===== src/rtl/booth_arb_pkg.sv =====
// booth_arb_pkg
//   Shared definitions for the Booth multiplier arbiter: default sizing
//   constants, the sequencing FSM state enum and the round-robin pointer
//   advance helper.
package booth_arb_pkg;

  localparam int unsigned DEF_NREQ    = 4;
  localparam int unsigned DEF_W       = 5;
  localparam int unsigned DEF_TIMEOUT = 64;

  // One state per phase of the multiplier protocol, in protocol order.
  typedef enum logic [2:0] {
    ST_IDLE   = 3'd0,
    ST_MRST   = 3'd1,
    ST_START  = 3'd2,
    ST_LOAD_A = 3'd3,
    ST_LOAD_B = 3'd4,
    ST_WAIT   = 3'd5,
    ST_CAP_LO = 3'd6,
    ST_RESP   = 3'd7
  } state_e;

  // Pointer moves to the requester just after the one served, wrapping.
  function automatic int unsigned rr_next(input int unsigned idx,
                                          input int unsigned nreq);
    return (idx + 1 >= nreq) ? 0 : idx + 1;
  endfunction

endpackage


===== src/rtl/booth_mult_arbiter_rr_arbiter.sv =====
// rr_arbiter
//   Combinational round-robin pick: the first set request bit at or after
//   ptr, wrapping past NREQ-1 back to 0.
// Ports:
//   req  [NREQ]  request vector
//   ptr  [IW]    search start position (0..NREQ-1)
//   gnt  [NREQ]  one-hot winner (all zero when no request)
//   idx  [IW]    binary index of the winner
//   any  [1]     at least one request present
module rr_arbiter #(
  parameter int unsigned NREQ = 4,
  parameter int unsigned IW   = 2
) (
  input  logic [NREQ-1:0] req,
  input  logic [IW-1:0]   ptr,
  output logic [NREQ-1:0] gnt,
  output logic [IW-1:0]   idx,
  output logic            any
);

  always_comb begin
    int unsigned j;
    logic [IW-1:0] j_idx;
    gnt   = '0;
    idx   = '0;
    any   = 1'b0;
    j     = 0;
    j_idx = '0;
    for (int unsigned i = 0; i < NREQ; i++) begin
      j = 32'(ptr) + i;
      if (j >= NREQ) j = j - NREQ;
      j_idx = IW'(j);
      if (!any && req[j_idx]) begin
        any        = 1'b1;
        gnt[j_idx] = 1'b1;
        idx        = j_idx;
      end
    end
  end

endmodule


===== src/rtl/booth_mult_arbiter.sv =====
// booth_mult_arbiter
//   Shares one serial-load Booth multiplier between NREQ requesters.
//   Round-robin grant, then walks the multiplier protocol (local reset,
//   start, operand A, operand B, wait for done, hi beat, lo beat) and
//   returns the 2W-bit product with a one-cycle resp_valid pulse.
//   Optional: `define BOOTH_ARB_TIMEOUT_EN adds a WAIT watchdog of TIMEOUT
//   cycles that answers with resp_err=1 and resp_data=0.
// Ports:
//   clk, rst          clock, async active-high reset
//   req/opa/opb       per-requester request level and operand slices
//   gnt               one-hot, held for the whole transaction
//   resp_valid/data   one-hot completion pulse, product {hi,lo}
//   resp_err          watchdog expiry flag (0 unless the option is built)
//   busy              FSM not in IDLE
//   m_rst/m_start/m_data_in/m_data_out/m_done   multiplier interface
//
// State table
//   state   | meaning
//   IDLE    | no transaction; arbitrate and latch operands on any req
//   MRST    | m_rst pulse to the multiplier
//   START   | m_start pulse
//   LOAD_A  | drive operand A on m_data_in
//   LOAD_B  | drive operand B on m_data_in
//   WAIT    | wait for m_done, capture hi half
//   CAP_LO  | capture lo half
//   RESP    | resp_valid pulse to the served requester, advance pointer
module booth_mult_arbiter
  import booth_arb_pkg::*;
#(
  parameter int unsigned NREQ    = DEF_NREQ,
  parameter int unsigned W       = DEF_W,
  parameter int unsigned TIMEOUT = DEF_TIMEOUT
) (
  input  logic              clk,
  input  logic              rst,
  input  logic [NREQ-1:0]   req,
  input  logic [NREQ*W-1:0] opa,
  input  logic [NREQ*W-1:0] opb,
  output logic [NREQ-1:0]   gnt,
  output logic [NREQ-1:0]   resp_valid,
  output logic [2*W-1:0]    resp_data,
  output logic              resp_err,
  output logic              busy,
  output logic              m_rst,
  output logic              m_start,
  output logic [W-1:0]      m_data_in,
  input  logic [W-1:0]      m_data_out,
  input  logic              m_done
);

  localparam int unsigned IW = (NREQ > 1) ? $clog2(NREQ) : 1;

  if (NREQ < 2 || NREQ > 8 || W < 1 || TIMEOUT < 1) begin : g_bad_params
    $error("booth_mult_arbiter: parameter out of range");
  end

  state_e          state_q, state_d;
  logic [NREQ-1:0] gnt_q, gnt_d;
  logic [IW-1:0]   idx_q, idx_d;
  logic [IW-1:0]   ptr_q, ptr_d;
  logic [W-1:0]    a_q, a_d;
  logic [W-1:0]    b_q, b_d;
  logic [W-1:0]    hi_q, hi_d;
  logic [W-1:0]    lo_q, lo_d;

  logic [NREQ-1:0] arb_gnt;
  logic [IW-1:0]   arb_idx;
  logic            arb_any;
  logic [W-1:0]    opa_s [NREQ];
  logic [W-1:0]    opb_s [NREQ];

  rr_arbiter #(.NREQ(NREQ), .IW(IW)) u_rr (
    .req (req),
    .ptr (ptr_q),
    .gnt (arb_gnt),
    .idx (arb_idx),
    .any (arb_any)
  );

  always_comb begin
    for (int unsigned i = 0; i < NREQ; i++) begin
      opa_s[i] = opa[i*W +: W];
      opb_s[i] = opb[i*W +: W];
    end
  end

`ifdef BOOTH_ARB_TIMEOUT_EN
  localparam int unsigned CW = (TIMEOUT > 1) ? $clog2(TIMEOUT) : 1;
  logic [CW-1:0] cnt_q, cnt_d;
  logic          err_q, err_d;
`endif

  always_comb begin
    state_d    = state_q;
    gnt_d      = gnt_q;
    idx_d      = idx_q;
    ptr_d      = ptr_q;
    a_d        = a_q;
    b_d        = b_q;
    hi_d       = hi_q;
    lo_d       = lo_q;
    m_rst      = 1'b0;
    m_start    = 1'b0;
    m_data_in  = '0;
    resp_valid = '0;
    resp_data  = '0;
    resp_err   = 1'b0;
    busy       = (state_q != ST_IDLE);
`ifdef BOOTH_ARB_TIMEOUT_EN
    cnt_d      = cnt_q;
    err_d      = err_q;
`endif
    unique case (state_q)
      ST_IDLE: begin
        if (arb_any) begin
          gnt_d   = arb_gnt;
          idx_d   = arb_idx;
          a_d     = opa_s[arb_idx];
          b_d     = opb_s[arb_idx];
          state_d = ST_MRST;
`ifdef BOOTH_ARB_TIMEOUT_EN
          err_d   = 1'b0;
`endif
        end
      end
      ST_MRST: begin
        m_rst   = 1'b1;
        state_d = ST_START;
      end
      ST_START: begin
        m_start = 1'b1;
        state_d = ST_LOAD_A;
      end
      ST_LOAD_A: begin
        m_data_in = a_q;
        state_d   = ST_LOAD_B;
      end
      ST_LOAD_B: begin
        m_data_in = b_q;
        state_d   = ST_WAIT;
`ifdef BOOTH_ARB_TIMEOUT_EN
        // Down-counter reaches zero on the TIMEOUT-th WAIT cycle.
        cnt_d     = CW'(TIMEOUT - 1);
`endif
      end
      ST_WAIT: begin
        if (m_done) begin
          hi_d    = m_data_out;
          state_d = ST_CAP_LO;
        end
`ifdef BOOTH_ARB_TIMEOUT_EN
        else if (cnt_q == '0) begin
          err_d   = 1'b1;
          state_d = ST_RESP;
        end else begin
          cnt_d = cnt_q - 1'b1;
        end
`endif
      end
      ST_CAP_LO: begin
        lo_d    = m_data_out;
        state_d = ST_RESP;
      end
      ST_RESP: begin
        resp_valid = gnt_q;
        resp_data  = {hi_q, lo_q};
`ifdef BOOTH_ARB_TIMEOUT_EN
        resp_err   = err_q;
        if (err_q) resp_data = '0;
`endif
        gnt_d   = '0;
        ptr_d   = IW'(rr_next(32'(idx_q), NREQ));
        state_d = ST_IDLE;
      end
      default: state_d = ST_IDLE;
    endcase
  end

  // gnt comes straight from a flop so async reset drops it immediately.
  assign gnt = gnt_q;

  always_ff @(posedge clk or posedge rst) begin
    if (rst) begin
      state_q <= ST_IDLE;
      gnt_q   <= '0;
      idx_q   <= '0;
      ptr_q   <= '0;
      a_q     <= '0;
      b_q     <= '0;
      hi_q    <= '0;
      lo_q    <= '0;
    end else begin
      state_q <= state_d;
      gnt_q   <= gnt_d;
      idx_q   <= idx_d;
      ptr_q   <= ptr_d;
      a_q     <= a_d;
      b_q     <= b_d;
      hi_q    <= hi_d;
      lo_q    <= lo_d;
    end
  end

`ifdef BOOTH_ARB_TIMEOUT_EN
  always_ff @(posedge clk or posedge rst) begin
    if (rst) begin
      cnt_q <= '0;
      err_q <= 1'b0;
    end else begin
      cnt_q <= cnt_d;
      err_q <= err_d;
    end
  end
`endif

endmodule


===== config.mk =====
export PLATFORM = sky130hd
export DESIGN_NAME = booth_mult_arbiter
export DESIGN_NICKNAME = d
export VERILOG_FILES = /design/src/rtl/booth_arb_pkg.sv /design/src/rtl/booth_mult_arbiter_rr_arbiter.sv /design/src/rtl/booth_mult_arbiter.sv
export SDC_FILE = /design/constraint.sdc
export NUM_CORES = 1
export LEC_CHECK = 0
export ABC_CLOCK_PERIOD_IN_PS = 3600
export CELL_PAD_IN_SITES_DETAIL_PLACEMENT = 0
export CELL_PAD_IN_SITES_GLOBAL_PLACEMENT = 1
export CORE_MARGIN = 10
export CORE_UTILIZATION = 34
export CTS_CLUSTER_SIZE = 14
export DETAILED_ROUTE_END_ITERATION = 10
export PLACE_DENSITY_LB_ADDON = 0.25
export SETUP_SLACK_MARGIN = 0.5
export SYNTH_ARGS = -nofsm -noshare
export SYNTH_HDL_FRONTEND = slang
export SYNTH_SLANG_ARGS = --single-unit

===== constraint.sdc =====
create_clock -name clk -period 3.6 [get_ports clk]
set_input_delay 0.36 -clock clk [delete_from_list [all_inputs] [get_ports clk]]
set_output_delay 0.36 -clock clk [all_outputs]
set_load 0.05 [all_outputs]

Word-level counts from Yosys, hierarchy flattened
Index checks and enable logic that the tools add are counted.

cells by class
  add/subtract/negate cells = 8
  order comparisons = 14
  equal/unequal tests = 9
  muxes and demuxes = 49
  bitwise gates (word level) = 4
  reduce and logical (&&, ||, !) cells = 17

operators with widths
  operator             count
  $mux 4               6
  $pmux 3 s8           1
  $bmux 5 s2           2
  $mux 5               4
  $mux 2               9
  $ge 3x3->1 const B   5
  $mux 1               14
  $eq 3x3->1 const B   4
  $lt 2x3->1 const B   4
  $or 4x4->4           3
  $mux 10              1
  $pmux 5 s2           1
  $bmux 1 s2           4
  $demux 1 s2          4
  $ge 2x1->1 const B   4
  $pmux 4 s2           1
  $reduce_and 2->1     4
  $sub 2x1->2 const B  4
  $logic_and 1x1->1    7
  $add 2x1->3 const B  2
  $add 2x2->3 const B  2
  $eq 3x2->1 const B   2
  $mux 3               2
  $ne 2x2->1 const B   2
  other kinds (7)      9

storage, ports and cells
  register bits = 31
  bits of input ports = 52
  output and inout port bits = 27
  word-level logic and storage cells = 109

Longest topological paths before layout
  depth in word-level cells = 18
  gate-level depth with buffers = 11
  mapped depth without buffers = 8

Hierarchy
Synthesis repeated with hierarchy kept, for this count alone.

second synthesis, totals
  cell total of the unflattened synthesis = 219
  area, all modules = 2254.7 sq um

by module, submodules not included
  module              times used  cells an instance  area each (sq um)  seq. area each (sq um)
  booth_mult_arbiter  1           174                1833.0             775.7
  rr_arbiter          1           45                 421.7              0.0

Least setup slack after synthesis
OpenSTA, ideal clock, no wires.

  kind = flip-flop to flip-flop
  start point = register ptr_q[0]
  end point = register a_q[0]
  library setup time = 0.150 ns
  arrival = 2.721 ns
  required time = 3.450 ns
  path slack = 0.728 ns
  stages on the path, launching flop included = 11
  path buffers = 3
  period minus slack after synthesis = 2.872 ns
  cells stage by stage = dfrtp_1 buf_2 inv_1 ha_1 buf_6 mux4_2 o211a_1 or2_4 buf_6 a211oi_2 a211oi_1

on the way
  cells in the longest elaborated chain, start to end = 18
  elaborated cells on any way between the ends = 42
  those cells by class = add/sub (7); order compare (4); mux (23); bitwise (1); reduce/logical (7)

RTL lines
  item                                                  line                       text
  start, declared                                       booth_mult_arbiter.sv:60   logic [IW-1:0] ptr_q, ptr_d;
  start signal, assigned                                booth_mult_arbiter.sv:196  ptr_q <= ptr_d;
  branches (longest 18 deep; another with $add 2x1->3)  -
  end signal, assigned                                  booth_mult_arbiter.sv:188  a_q <= '0;
  end signal, assigned                                  booth_mult_arbiter.sv:197  a_q <= a_d;
  end, declared                                         booth_mult_arbiter.sv:61   logic [W-1:0] a_q, a_d;

Parallel ways; which one is timed is not known. The select of a mux whose other input is x is not followed.
A chain may end at the register's enable or synchronous reset.

Worst setup path after layout
  start point = register ptr_q[1]
  end point = register b_q[1]

on the way
  cells in the longest elaborated chain, start to end = 18
  elaborated cells on any way between the ends = 42
  those cells by class = add/sub (7); order compare (4); mux (23); bitwise (1); reduce/logical (7)

RTL lines
  item                                                  line                       text
  branches (longest 18 deep; another with $add 2x1->3)  -
  end signal, assigned                                  booth_mult_arbiter.sv:189  b_q <= '0;
  end signal, assigned                                  booth_mult_arbiter.sv:198  b_q <= b_d;
  end, declared                                         booth_mult_arbiter.sv:62   logic [W-1:0] b_q, b_d;

Parallel ways; which one is timed is not known. The select of a mux whose other input is x is not followed.

==> results.tsv <==
stage	metric	value	unit
run_status	status	completed	
power_and_ir_drop	power share of the combinational group	0.635	
routing	routed len/inst	17.19	microns
finish	Area Overhead vs Synth	40.04	%
yosys	Area contributors post-synth	dfrtp_1 35%, mux2i_1 5.8%, a211oi_2 5.6%	
yosys	register area share after synthesis	0.3468	
floorplan	Die W	101.1	microns
critical_path	Slowest cell on crit path	mux4_2	
yosys	Mapped Nets	287	
routing	Antenna Nets Post-Route	0	
flow_run	maxcap violations	0	
sta	setup violators final	0	
clocking	worst skew pair latency	280	ps
global_routing	number of global-route vias before repair	1982	
hold_path	Hold Crit Class	in -> async	
global_routing	first-pass GRT wire length	10180	microns
routing	DRC Markers	0	
yosys	asr flop ratio synth	1.000	
yosys	yosys warns	0	
routing	drt pass-1 iters	4	
floorplan	total core area	6386	sq um
yosys	mapped cell area	2237	sq um
sta	RSZ-0062 raised after global routing	no	
clocking	setup repair bufs after CTS	0	
placed_design	I/O Buffers	77	
sta	f_max	0.3385	GHz
critical_path	CP cell instances	inv_1, ha_2, mux4_2, o211a_1, or2_4, a211oi_2, a211oi_1	
sta	Worst-Margin Slew	792.9	ps
critical_path	Worst Setup EP	b_q[1]$_DFFE_PP0P_	
power_and_ir_drop	Clock power frac	0.116	
critical_path	critical path depth	7	
power_and_ir_drop	switching share of power	0.4742	
critical_path	Reg2Reg Setup Slack	650	ps
clocking	H-tree depth	2	
floorplan	DIE AREA	10220	sq um
yosys	share of Yosys cell area claimed by the top area cell type	0.3468	
critical_path	Worst EP required	3730	ps
global_routing	total track usage	0.1225	
yosys	#FFs+latches synth	31	
finish	Nets	358	
yosys	Post-synth EDFFs	0	
power_and_ir_drop	share of power burned in registers	0.250	
clocking	root buffer cell	clkbuf_8	
clocking	CTS tree	built	
sta	Hold WS	464.3	ps
critical_path	WP buf/inv	1	
clocking	clock tree sinks	31	
power_and_ir_drop	Pleak	1.226	nW
clocking	Worst-path clk slew	70	ps
critical_path	kind of cell adding the most delay to the critical path	compound AO/OA/AOI/OAI gates	
sta	Final Hold Fails	0	
critical_path	reg-to-reg startpoint	ptr_q[1]$_DFFE_PP0P_	
critical_path	Critical Path Sink Type	flip-flop	
sta	Tmin final	2954	ps
yosys	Primary FF master, synth	dfrtp_1	
critical_path	critical path class	reg -> reg	
placed_design	GPL Wtd Cong	0.8818	
global_routing	largest net degree at the start of global routing	32	
power_and_ir_drop	power per cell area	832.2	nW/um^2
critical_path	CP Launch Type	flip-flop	
power_and_ir_drop	Switch Pwr	0.001236	W
finish	layout cells sized above 1	0.1338	
floorplan	I/O pin count	79	
global_routing	initial antenna violation count	0	
clocking	total CTS buffers	5	
clocking	hold buffers post-CTS	0	
critical_path	Setup crit start	ptr_q[1]$_DFFE_PP0P_	
routing	routed vias	1931	
yosys	synth unique cells	44	
routing	vias per cell	5.136	
critical_path	largest stage delay on the critical path	620	ps
clocking	CTS max path bufs	2	
power_and_ir_drop	worst vdd ir	460.0	uV
finish	diode count	0	
yosys	Syn Inst Count	227	
floorplan	Initial Util	0.3503	
yosys	biggest area consumer among synthesized cells	dfrtp_1	
power_and_ir_drop	Pwr Total	0.002607	W
critical_path	r2r endpoint	b_q[1]$_DFFE_PP0P_	
sta	max_slew headroom	0.4695	
placed_design	post-DP HPWL	4966	microns
yosys	Avg Cell Area, Syn	9.855	sq um
sta	Setup TNS	0	ps
routing	Initial DRC Count	79	
critical_path	Worst Path Arrival	3080	ps
sta	clock skew	7.386	ps
floorplan	num rows	29	
power_and_ir_drop	internal power	0.001371	W
critical_path	Crit Path Max Fanout	12	
global_routing	gr ovfl total	0	
routing	Post-Route WL	6463	microns
critical_path	Worst Reg-to-Reg Cells	7	
floorplan	die height	101.1	microns
sta	Tcrit/Tclk final	0.8207	
sta	fin. max-slew vios	0	
repair_timing:
action	4_1_cts	5_1_grt
gates cloned	0	1
setup endpoints to repair	10	10
gates resized for setup	2	1
pin swaps	0	1
hold endpoints to repair	0	0
stage by stage:
stage	instance area [sq um]	worst slack [ps]	utilization	instances
after floorplan	2237	728.2	-	227
after global placement	3020	519.9	0.4730	367
after detailed placement	3020	434.8	0.4730	367
after CTS	3124	591.8	0.4892	375
after global routing	3133	510.5	0.4906	376
final	3133	645.6	0.4906	376
layout make-up:
type	instances	area [sq um]
Tap cell	77	96.34
Fill cell	602	3253
Timing Repair Buffer	80	793.3
Clock buffer	8	100.1
Inverter	5	18.77
Sequential cell	31	777.0
Multi-Input combinational cell	175	1348
power by group through the flow:
stage	Sequential [W]	Clock, W	Combinational (W)
CTS	0.000653	0.000309	0.00165
floorplan	0.000659	0	0.00128
global placement	0.000653	0	0.00163
finish	0.000651	0.000301	0.00165
detailed placement	0.000657	0	0.00164
global route	0.000685	0.000324	0.00180
how the worst min path moves through the flow:
| stage | slack [ps] | to | cells past startpoint | from |
|---|---|---|---|---|
| after floorplan | 450 | idx_q[1]$_DFFE_PP0P_ | 2 | idx_q[1]$_DFFE_PP0P_ |
| after global placement | 470 | idx_q[1]$_DFFE_PP0P_ | 2 | idx_q[1]$_DFFE_PP0P_ |
| after detailed placement | 480 | idx_q[1]$_DFFE_PP0P_ | 2 | idx_q[1]$_DFFE_PP0P_ |
| after CTS | 480 | a_q[0]$_DFFE_PP0P_ | 3 | rst |
| after global routing | 520 | hi_q[1]$_DFFE_PP0P_ | 1 | hi_q[1]$_DFFE_PP0P_ |
| final | 460 | b_q[1]$_DFFE_PP0P_ | 3 | rst |
synth_stat cells (2+ instances only):
master    count
a211oi_1     10
a21oi_1       2
ha_1          8
mux2_2       10
inv_1         5
and2_1       15
a22oi_1       5
buf_2         6
a211oi_2     10
mux4_2        2
and3_1        2
mux2i_1      13
o21a_1        2
clkbuf_1      7
a221oi_1      4
nand3_1       5
nor3b_1      15
nor2_1       20
buf_6         2
nor2b_1       2
o21ai_0      12
nand2b_1      5
nand2_1       9
dfrtp_1      31
nor3_1        3
a22o_1        4
sequential cells by signal, summed over array words and instances (netlist names):
register,cells
a_q,5
ptr_q,2
gnt,4
idx_q,2
b_q,5
state_q,3
hi_q,5
lo_q,5
worst register-to-register path: cells and delay by family (launching register included):
kind                       cells  cell delay (ps)
AOI/OAI and AO/OA              3              760
buffers and inverters          1              120
muxes                          1              620
and+or+nand+nor                1              370
adders and majority gates      1              450
DFF                            1              470
placed cells by master (no fill, tap or decap), drive strengths merged, types with 2 or more instances in the layout:
master | Yosys | final
nand2b | 5 | 5
or2 | 1 | 2
nor3b | 15 | 15
clkdlybuf4s50 | 0 | 77
mux2i | 14 | 14
buf | 10 | 3
and3 | 2 | 2
a221oi | 4 | 4
ha | 8 | 8
a211oi | 20 | 20
o21ai | 12 | 12
nor2 | 20 | 20
mux4 | 2 | 2
dfrtp | 31 | 31
nor2b | 3 | 3
a22o | 4 | 4
nor3 | 3 | 3
and2 | 15 | 15
a21oi | 2 | 2
nand3 | 5 | 5
a22oi | 5 | 5
nand2 | 9 | 9
mux2 | 10 | 10
o21a | 3 | 3
inv | 5 | 5
clkbuf | 7 | 8
metal layers:
metal / vias to the layer above / share of wire / global-route usage
li1: 979 / - / -
met1: 900 / 0.47 / 0.1647
met2: 46 / 0.46 / 0.1865
met3: 6 / 0.056 / 0.03224
met4: 0 / 0.014 / 0.03859
met5: - / 0 / 0
kinds of logic after synthesis:
logic type | after synthesis | share of synthesized area
simple gates | 82 | 0.2075
flops | 31 | 0.3468
fa+ha+maj | 8 | 0.04474
xor+xnor | 1 | 0.003916
buf+inv | 22 | 0.05593
other cells | 1 | 0.001676
mux | 26 | 0.1348
compound gates | 56 | 0.2047
Power figures use the tool's default switching activity.
==> patch (same flow settings) <==
Set the package constant `DEF_W` to 7 (it was 5).
--- a/src/rtl/booth_arb_pkg.sv
+++ b/src/rtl/booth_arb_pkg.sv
@@ -5,7 +5,7 @@
 package booth_arb_pkg;
 
   localparam int unsigned DEF_NREQ    = 4;
-  localparam int unsigned DEF_W       = 5;
+  localparam int unsigned DEF_W       = 7;
   localparam int unsigned DEF_TIMEOUT = 64;
 
   // One state per phase of the multiplier protocol, in protocol order.
Interface: changed (5 resized); port bits go from 79 to 103. The function was not compared with the original's and may differ.
==> patch against the original RTL <==
Setup slack improved by 0.030 ns; non-clock buffer count grew 28; total power increased by 36%; sequential cell count rose by 8; synthesized area up 33%; wire length is 41% higher; first-iteration DRC count increased by 68%; final area up 32%; highest routed layer unchanged.
==> patch: results <==
group,metric,value,unit
placement,place_ws,0.525,ns
yosys,synth_cell_types,55,
placement,place_congestion,0.856,
power,ir_worst_vdd,0.000313,V
power,p_leak,1.65,nW
yosys,synth_mux_area_share,16.1,%
power,power_frac_clock,10.9,%
placement,dpl.cell_count,513,
setup_path,reg2reg_from,"ptr_q[0]",
layout,drive_gt1_share,15.0,%
yosys,syn_area_per_cell,9.20,sq um
routing,num_vias,2722,
clock_network,cts-resized-gates,1,
grt,grt_max_degree,34,
yosys,yosys-top-cells-area,"dfrtp_1 (33%), mux2_2 (8.7%), nor2_1 (7.2%), and2_1 (4.0%), ha_1 (3.4%)",
setup_path,critPathMaxFanout,16,
sta,relSlewSlack,50.2,%
yosys,synthAdderAreaFrac,3.36,%
power,pwr-share-seq,23.5,%
setup_path,path_class,"reg -> reg",
grt,grt.met2_usage,21.2,%
grt,grt_pass1_wl,14600,microns
routing,wl_per_cell,17.5,microns
placement,place_area,0.00401,sq mm
yosys,syn_nets,402,
layout,antenna_cells,0,
layout,num-nets-final,490,
routing,drt-met1-wl,4090,microns
power,swShare,46.0,%
yosys,synth_common_cells,"nor2_1 (57), dfrtp_1 (39), mux2_2 (23), and2_1 (19), clkbuf_1 (15)",
placement,dpl.hpwl,7130,microns
layout,fin_cells,521,
yosys,ys_seq_area_share,32.7,%
routing,dr_wl_met2,4210,microns
yosys,synth_compound_area_share,19.1,%
setup_path,cp.arrival,3.10,ns
run_status,outcome,"completed",
routing,drtIter0Drc,133,
sta,fin_skew,0.00901,ns
grt,met3_usage,3.78,%
setup_path,reg2reg_depth,8,
setup_path,critPathTopFamily,"multiplexers",
power,pg_seq,0.833,mW
yosys,synth_xor_area_share,0.294,%
patch: cell types whose count changed after synthesis, moves of 5 or more:
cell	delta
buf_2	-6
a221o_1	+8
mux2_2	+13
nor2_1	+37
dfrtp_1	+8
o221a_2	+5
nor4_1	+10
a21oi_1	+7
clkbuf_1	+8
a211oi_2	-10
nor3b_1	-13
patch: final cells by class:
| cell class | instances | area (sq um) |
|---|---|---|
| sequential | 39 | 978 |
| multi-input combinational | 250 | 1800 |
| fill | 830 | 4500 |
| clock buffer | 6 | 82.6 |
| tap | 108 | 135 |
| timing repair buffer | 108 | 1060 |
| inverter | 8 | 37.5 |
| clock inverter | 2 | 35.0 |
patch: path summary, 6_finish.rpt:
path | end | slack (ns)
max in group asynchronous | ptr_q[0] | 2.32
setup / recovery | b_q[2] | 0.68
setup reg to reg | b_q[2] | 0.68
hold / removal | hi_q[4] | 0.49
hold reg to reg | lo_q[1] | 0.50
min in group clk | lo_q[1] | 0.50
